**src/rtl/uart_tx_scheduler.sv**
```systemverilog
// uart_tx_scheduler: round-robin arbiter feeding a 2-bit UART transmitter with timeout and inter-frame gap
module uart_tx_scheduler #(
  parameter int NREQ = 4,
  parameter int GAP_CYCLES = 576,
  parameter int TIMEOUT_CYCLES = 4096
) (
  input  logic              sys_clk,
  input  logic              sys_reset,
  input  logic              sched_en,
  input  logic [NREQ-1:0]   req,
  input  logic [2*NREQ-1:0] req_data,
  output logic [NREQ-1:0]   grant,
  output logic              tx_start,
  output logic [1:0]        tx_data,
  input  logic              tx_busy,
  input  logic              tx_done,
  output logic [2:0]        sel_id,
  output logic              busy,
  output logic              timeout_err,
  output logic [15:0]       frame_cnt
);
  typedef enum logic [2:0] {IDLE, ARB, START, WAIT, GAP} state_t;
  localparam int MAXC = TIMEOUT_CYCLES > GAP_CYCLES ? TIMEOUT_CYCLES : GAP_CYCLES;
  localparam int CW = $clog2(MAXC + 1);
  state_t state, state_n;
  logic [CW-1:0] cnt;
  logic [2:0] rr_ptr, rr_n, pick, pick_hi, pick_lo;
  logic [1:0] data_hi, data_lo, pick_data;
  logic found_hi, arb_go, cnt_to, cnt_gap, wait_exit;
  logic [NREQ-1:0] grant_n;
  logic tx_start_n, busy_n, terr_n;
  logic [1:0] tx_data_n;
  logic [2:0] sel_n;
  logic [15:0] fcnt_n;
  assign cnt_to = cnt == CW'(TIMEOUT_CYCLES - 1);
  assign cnt_gap = cnt == CW'(GAP_CYCLES - 1);
  assign arb_go = state == ARB && |req;
  assign wait_exit = state == WAIT && (tx_done || cnt_to);
  assign pick = found_hi ? pick_hi : pick_lo;
  assign pick_data = found_hi ? data_hi : data_lo;
  // round-robin search: lowest requester at or above rr_ptr, else lowest overall (wrap)
  always_comb begin
    found_hi = 1'b0;
    pick_hi = '0;
    pick_lo = '0;
    data_hi = '0;
    data_lo = '0;
    for (int i = NREQ - 1; i >= 0; i--) begin
      if (req[i]) begin
        pick_lo = 3'(i);
        data_lo = req_data[2*i +: 2];
        if (3'(i) >= rr_ptr) begin
          found_hi = 1'b1;
          pick_hi = 3'(i);
          data_hi = req_data[2*i +: 2];
        end
      end
    end
  end
  // state register, shared wait/gap counter and round-robin pointer
  always_ff @(posedge sys_clk or posedge sys_reset) begin
    if (sys_reset) begin
      state <= IDLE;
      cnt <= '0;
      rr_ptr <= '0;
    end else begin
      state <= state_n;
      cnt <= (state == START || wait_exit) ? '0 : cnt + 1'b1;
      rr_ptr <= rr_n;
    end
  end
  // next-state logic
  always_comb begin
    state_n = state;
    case (state)
      IDLE:    state_n = (sched_en && |req && !tx_busy) ? ARB : IDLE;
      ARB:     state_n = |req ? START : IDLE;
      START:   state_n = WAIT;
      WAIT:    state_n = (tx_done || cnt_to) ? GAP : WAIT;
      GAP:     state_n = cnt_gap ? IDLE : GAP;
      default: state_n = IDLE;
    endcase
  end
  // next values of the registered outputs; tx_done only counts while waiting
  always_comb begin
    grant_n = arb_go ? NREQ'(1) << pick : '0;
    tx_start_n = arb_go;
    tx_data_n = arb_go ? pick_data : tx_data;
    sel_n = arb_go ? pick : sel_id;
    busy_n = state_n != IDLE;
    terr_n = timeout_err | (state == WAIT && !tx_done && cnt_to);
    fcnt_n = frame_cnt + 16'(state == WAIT && tx_done);
    rr_n = wait_exit ? (sel_id == 3'(NREQ - 1) ? 3'd0 : sel_id + 3'd1) : rr_ptr;
  end
  // output registers
  always_ff @(posedge sys_clk or posedge sys_reset) begin
    if (sys_reset) begin
      grant <= '0;
      tx_start <= 1'b0;
      tx_data <= '0;
      sel_id <= '0;
      busy <= 1'b0;
      timeout_err <= 1'b0;
      frame_cnt <= '0;
    end else begin
      grant <= grant_n;
      tx_start <= tx_start_n;
      tx_data <= tx_data_n;
      sel_id <= sel_n;
      busy <= busy_n;
      timeout_err <= terr_n;
      frame_cnt <= fcnt_n;
    end
  end
endmodule

```
**config.mk**
```make
export PLATFORM = sky130hd
export DESIGN_NAME = uart_tx_scheduler
export DESIGN_NICKNAME = d
export VERILOG_FILES = /design/src/rtl/uart_tx_scheduler.sv
export SDC_FILE = /design/constraint.sdc
export NUM_CORES = 1
export LEC_CHECK = 0
export ABC_AREA = 1
export CORE_ASPECT_RATIO = 0.5
export CORE_MARGIN = 3
export CORE_UTILIZATION = 35
export CTS_BUF_LIST = sky130_fd_sc_hd__clkbuf_4 sky130_fd_sc_hd__clkbuf_8
export DETAILED_ROUTE_END_ITERATION = 10
export PLACE_DENSITY = 0.66
export SLEW_MARGIN = 20
export SYNTH_ARGS = -nofsm -noshare
export SYNTH_HDL_FRONTEND = slang
export SYNTH_SLANG_ARGS = --single-unit
```
**constraint.sdc**
```tcl
create_clock -name sys_clk -period 2 [get_ports sys_clk]
set_clock_uncertainty 0.05 [all_clocks]
set_input_delay 0.2 -clock sys_clk [delete_from_list [all_inputs] [get_ports sys_clk]]
set_output_delay 0.2 -clock sys_clk [all_outputs]
set_load 0.02 [all_outputs]
```
==> reports/qor.txt <==
largest net degree at the start of global routing - 20
max-cap violations - 0
Routed wire per std cell - 11.5 um
Yosys cell types - 28
Pleak - 0.00149 uW
Final min period - 1850 ps
number of antenna violations at the first check in global routing - 0
Placeable Area - 6330 um2
chip height - 64.5 um
Largest delay share family, worst path - simple AND/OR/NAND/NOR gates
type of the worst setup path - reg2reg
commonest cells in the netlist - nand2_1 (66), dfrtp_1 (45), nor2_1 (37)
clk root buf - clkbuf_8
Hold Vio Cnt, Final - 0
nature of the critical path endpoint - flip-flop
Die Wd - 123 um
most common cell in the synthesized netlist - nand2_1
Reg clk slew, reported paths - 90 ps
DRT Pass-1 Iters - 4
top area cells in the synthesized netlist - dfrtp_1 (47%), nand2_1 (10%), nor2_1 (5.8%)
GPL Wtd Cong - 0.786
vias in the first global route - 1864
Mapped Cells - 288
hpwl dp - 3.91 mm
Arr. time, crit path - 2020 ps
pre-CTS WS - -257 ps
setup violators final - 0
fin nets - 366
via count - 1922
Setup TNS - 0 ps
CTS Buf Count - 5
startpoint types - flip-flop
sequential element share of the synthesized area - 47.0%
global-route usage over all layers - 13.4%
post-route DRC violation count - 0
met2 Resource Use GR - 22.1%
multi-input logic area - 1150 um2
pins over their slew limit - 0
register area - 1130 um2
Yosys top cell area share - 47.0%
first-pass GRT wire length - 8.56 mm
maximum root-to-sink buffer count - 2
vias per cell - 4.43
CP Cell Sequence - inv_2, nand2_2, nor3_2, ha_2, ha_4, nand2_4, nor2_4, nand4_1, nor2_2, xor2_1
GR Overflow Total - 0
met1 usage - 17.8%
#FFs+latches synth - 45
leading area contributor after synthesis - dfrtp_1
slowest cell on the critical path - dfrtp_1
CP Max Fanout - 3
GRT busiest layer - met2
detailed-route wire length - 4.98 mm
IR drop worst, VDD - 389 uV
f_max - 541 MHz
final design utilization - 49.9%
syn_area_per_cell - 8.32 um2
fraction of layout cells with a size suffix above 1 - 17.3%
Initial Util - 37.8%
Net Count, Synth - 309
worst setup margin - 150 ps
initial DRC count - 67
Pwr Density - 1040 nW/um2
area delta synth->final - 32.0%
post-route ant nets - 0
most common flop cell mapped by yosys - dfrtp_1
ANT cells - 0
Post-synth EDFFs - 0
CP Data Required Time - 2170 ps
latest clock arrival within the worst-skew pair - 290 ps
r2r setup slk - 150 ps
Hold WC Path Type - in2async
# fillers - 602
Sink Count - 45
Ys Warns - 0
worst r2r src - state[2]
WP buf/inv - 1
FF-to-FF End - frame_cnt[12]
CTS tree - built
Top Ports - 45
RSZ-0062 raised after global routing - yes
Die Area - 7930 um2
global routing met3 resource utilization - 3.75%
fin crit share - 92.5%
synthesized area - 2390 um2
Slew @ Worst Pin - 551 ps
max incr delay on CP - 410 ps
status - finished, final reports clean
I/O Buffers - 43
row cnt - 20
Register-to-Register Path Depth - 10
H-Tree Depth - 2
fraction of registers with async set/reset - 100%
worst rel slew slack - 63.0%
[cell usage in the layout, fill, tap and decap left out]
cell,synthesis,routed
a31o_2,1,1
or2_2,3,3
nand2_2,4,6
buf_4,1,11
ha_1,4,2
nor2_4,2,3
conb_1,1,1
clkbuf_8,0,5
clkinv_1,0,1
clkdlybuf4s50_1,0,43
nor3_1,4,3
nand4_1,4,4
a21oi_1,7,7
dfrtp_1,45,45
o21bai_1,1,1
nand2_4,3,4
inv_2,2,3
ha_4,0,1
xnor2_1,9,9
ha_2,0,1
clkinv_2,0,1
o21ai_0,7,7
nand2_1,66,63
o21ai_2,1,1
xor2_1,15,15
inv_1,33,31
nor3_2,1,2
bufinv_16,0,2
nand3_2,2,2
nor2_2,11,14
nand3b_1,2,2
nor2_1,37,33
nand3_1,19,19
[registers in the layout, indices dropped and copies added (netlist names), 2 cells and up]
register,cells
grant,4
sel_id,2
frame_cnt,16
tx_data,2
cnt,13
state,3
rr_ptr,2
[power breakdown]
group / switching [uW] / internal, uW / total (uW) / leakage [uW]
clock: 304 / 496 / 800 / 0.0000681
combinational: 703 / 504 / 1210 / 0.000824
sequential: 187 / 1110 / 1300 / 0.000598
[worst reg2reg max path: stages (launching register included)]
cell	delay (ps)
dfrtp_1	410
inv_2	80
nand2_2	60
nor3_2	180
ha_2	230
ha_4	150
nand2_4	60
nor2_4	120
nand4_1	140
nor2_2	150
xor2_1	140
[area by class of cell]
type	instances	share of cell area [%]
Sequential cell	45	35.6
Tap cell	88	3.48
Clock inverter	3	2.06
Clock buffer	5	2.18
Timing Repair Buffer	54	16.2
Multi-Input combinational cell	204	36.3
Inverter	35	4.16
[worst max path at each step]
stage	start	end	slack, ps	cells after the start
4_1_cts	state[2]	frame_cnt[12]	40	10
3_5_place_dp	tx_done	frame_cnt[12]	-260	10
3_3_place_gp	tx_done	frame_cnt[12]	-200	10
2_1_floorplan	state[2]	frame_cnt[12]	230	10
6_report	state[2]	frame_cnt[12]	150	10
5_1_grt	state[2]	frame_cnt[12]	-40	10
[metrics by stage]
stage / cell area [um2] / hold WS (ps) / instances / power [uW]
floorplan: 2390 / 353 / 288 / 2100
global placement: 2970 / 408 / 424 / 2460
detailed placement: 2970 / 411 / 424 / 2490
CTS: 3100 / 144 / 432 / 3300
global route: 3160 / 168 / 434 / 3540
finish: 3160 / 134 / 434 / 3300
[kinds of logic after synthesis]
| group | Yosys count | share of synthesized area, % |
|---|---|---|
| other | 1 | 0.157 |
| DFF | 45 | 47.0 |
| and+or+nand+nor | 158 | 30.9 |
| AOI/OAI and AO/OA | 17 | 3.97 |
| adders and majority gates | 4 | 2.09 |
| buffers and inverters | 39 | 7.05 |
| xor gates and xnor gates | 24 | 8.78 |
[per-layer routing]
metal  share of wire, %  vias up
li1                   -     1003
met1                 46      891
met2                 49       26
met3                3.7        2
met4               0.60        0
met5                  0        -
[what timing repair did]
| item | 4_1_cts | 5_1_grt |
|---|---|---|
| hold buffers | 0 | 0 |
| setup endpoints to repair | 1 | 8 |
| gates resized for setup | 1 | 13 |
| endpoints found under the hold margin | 0 | 0 |
| pin swaps | 0 | 5 |
| buffers inserted | 0 | 2 |
Power figures use the tool's default switching activity.
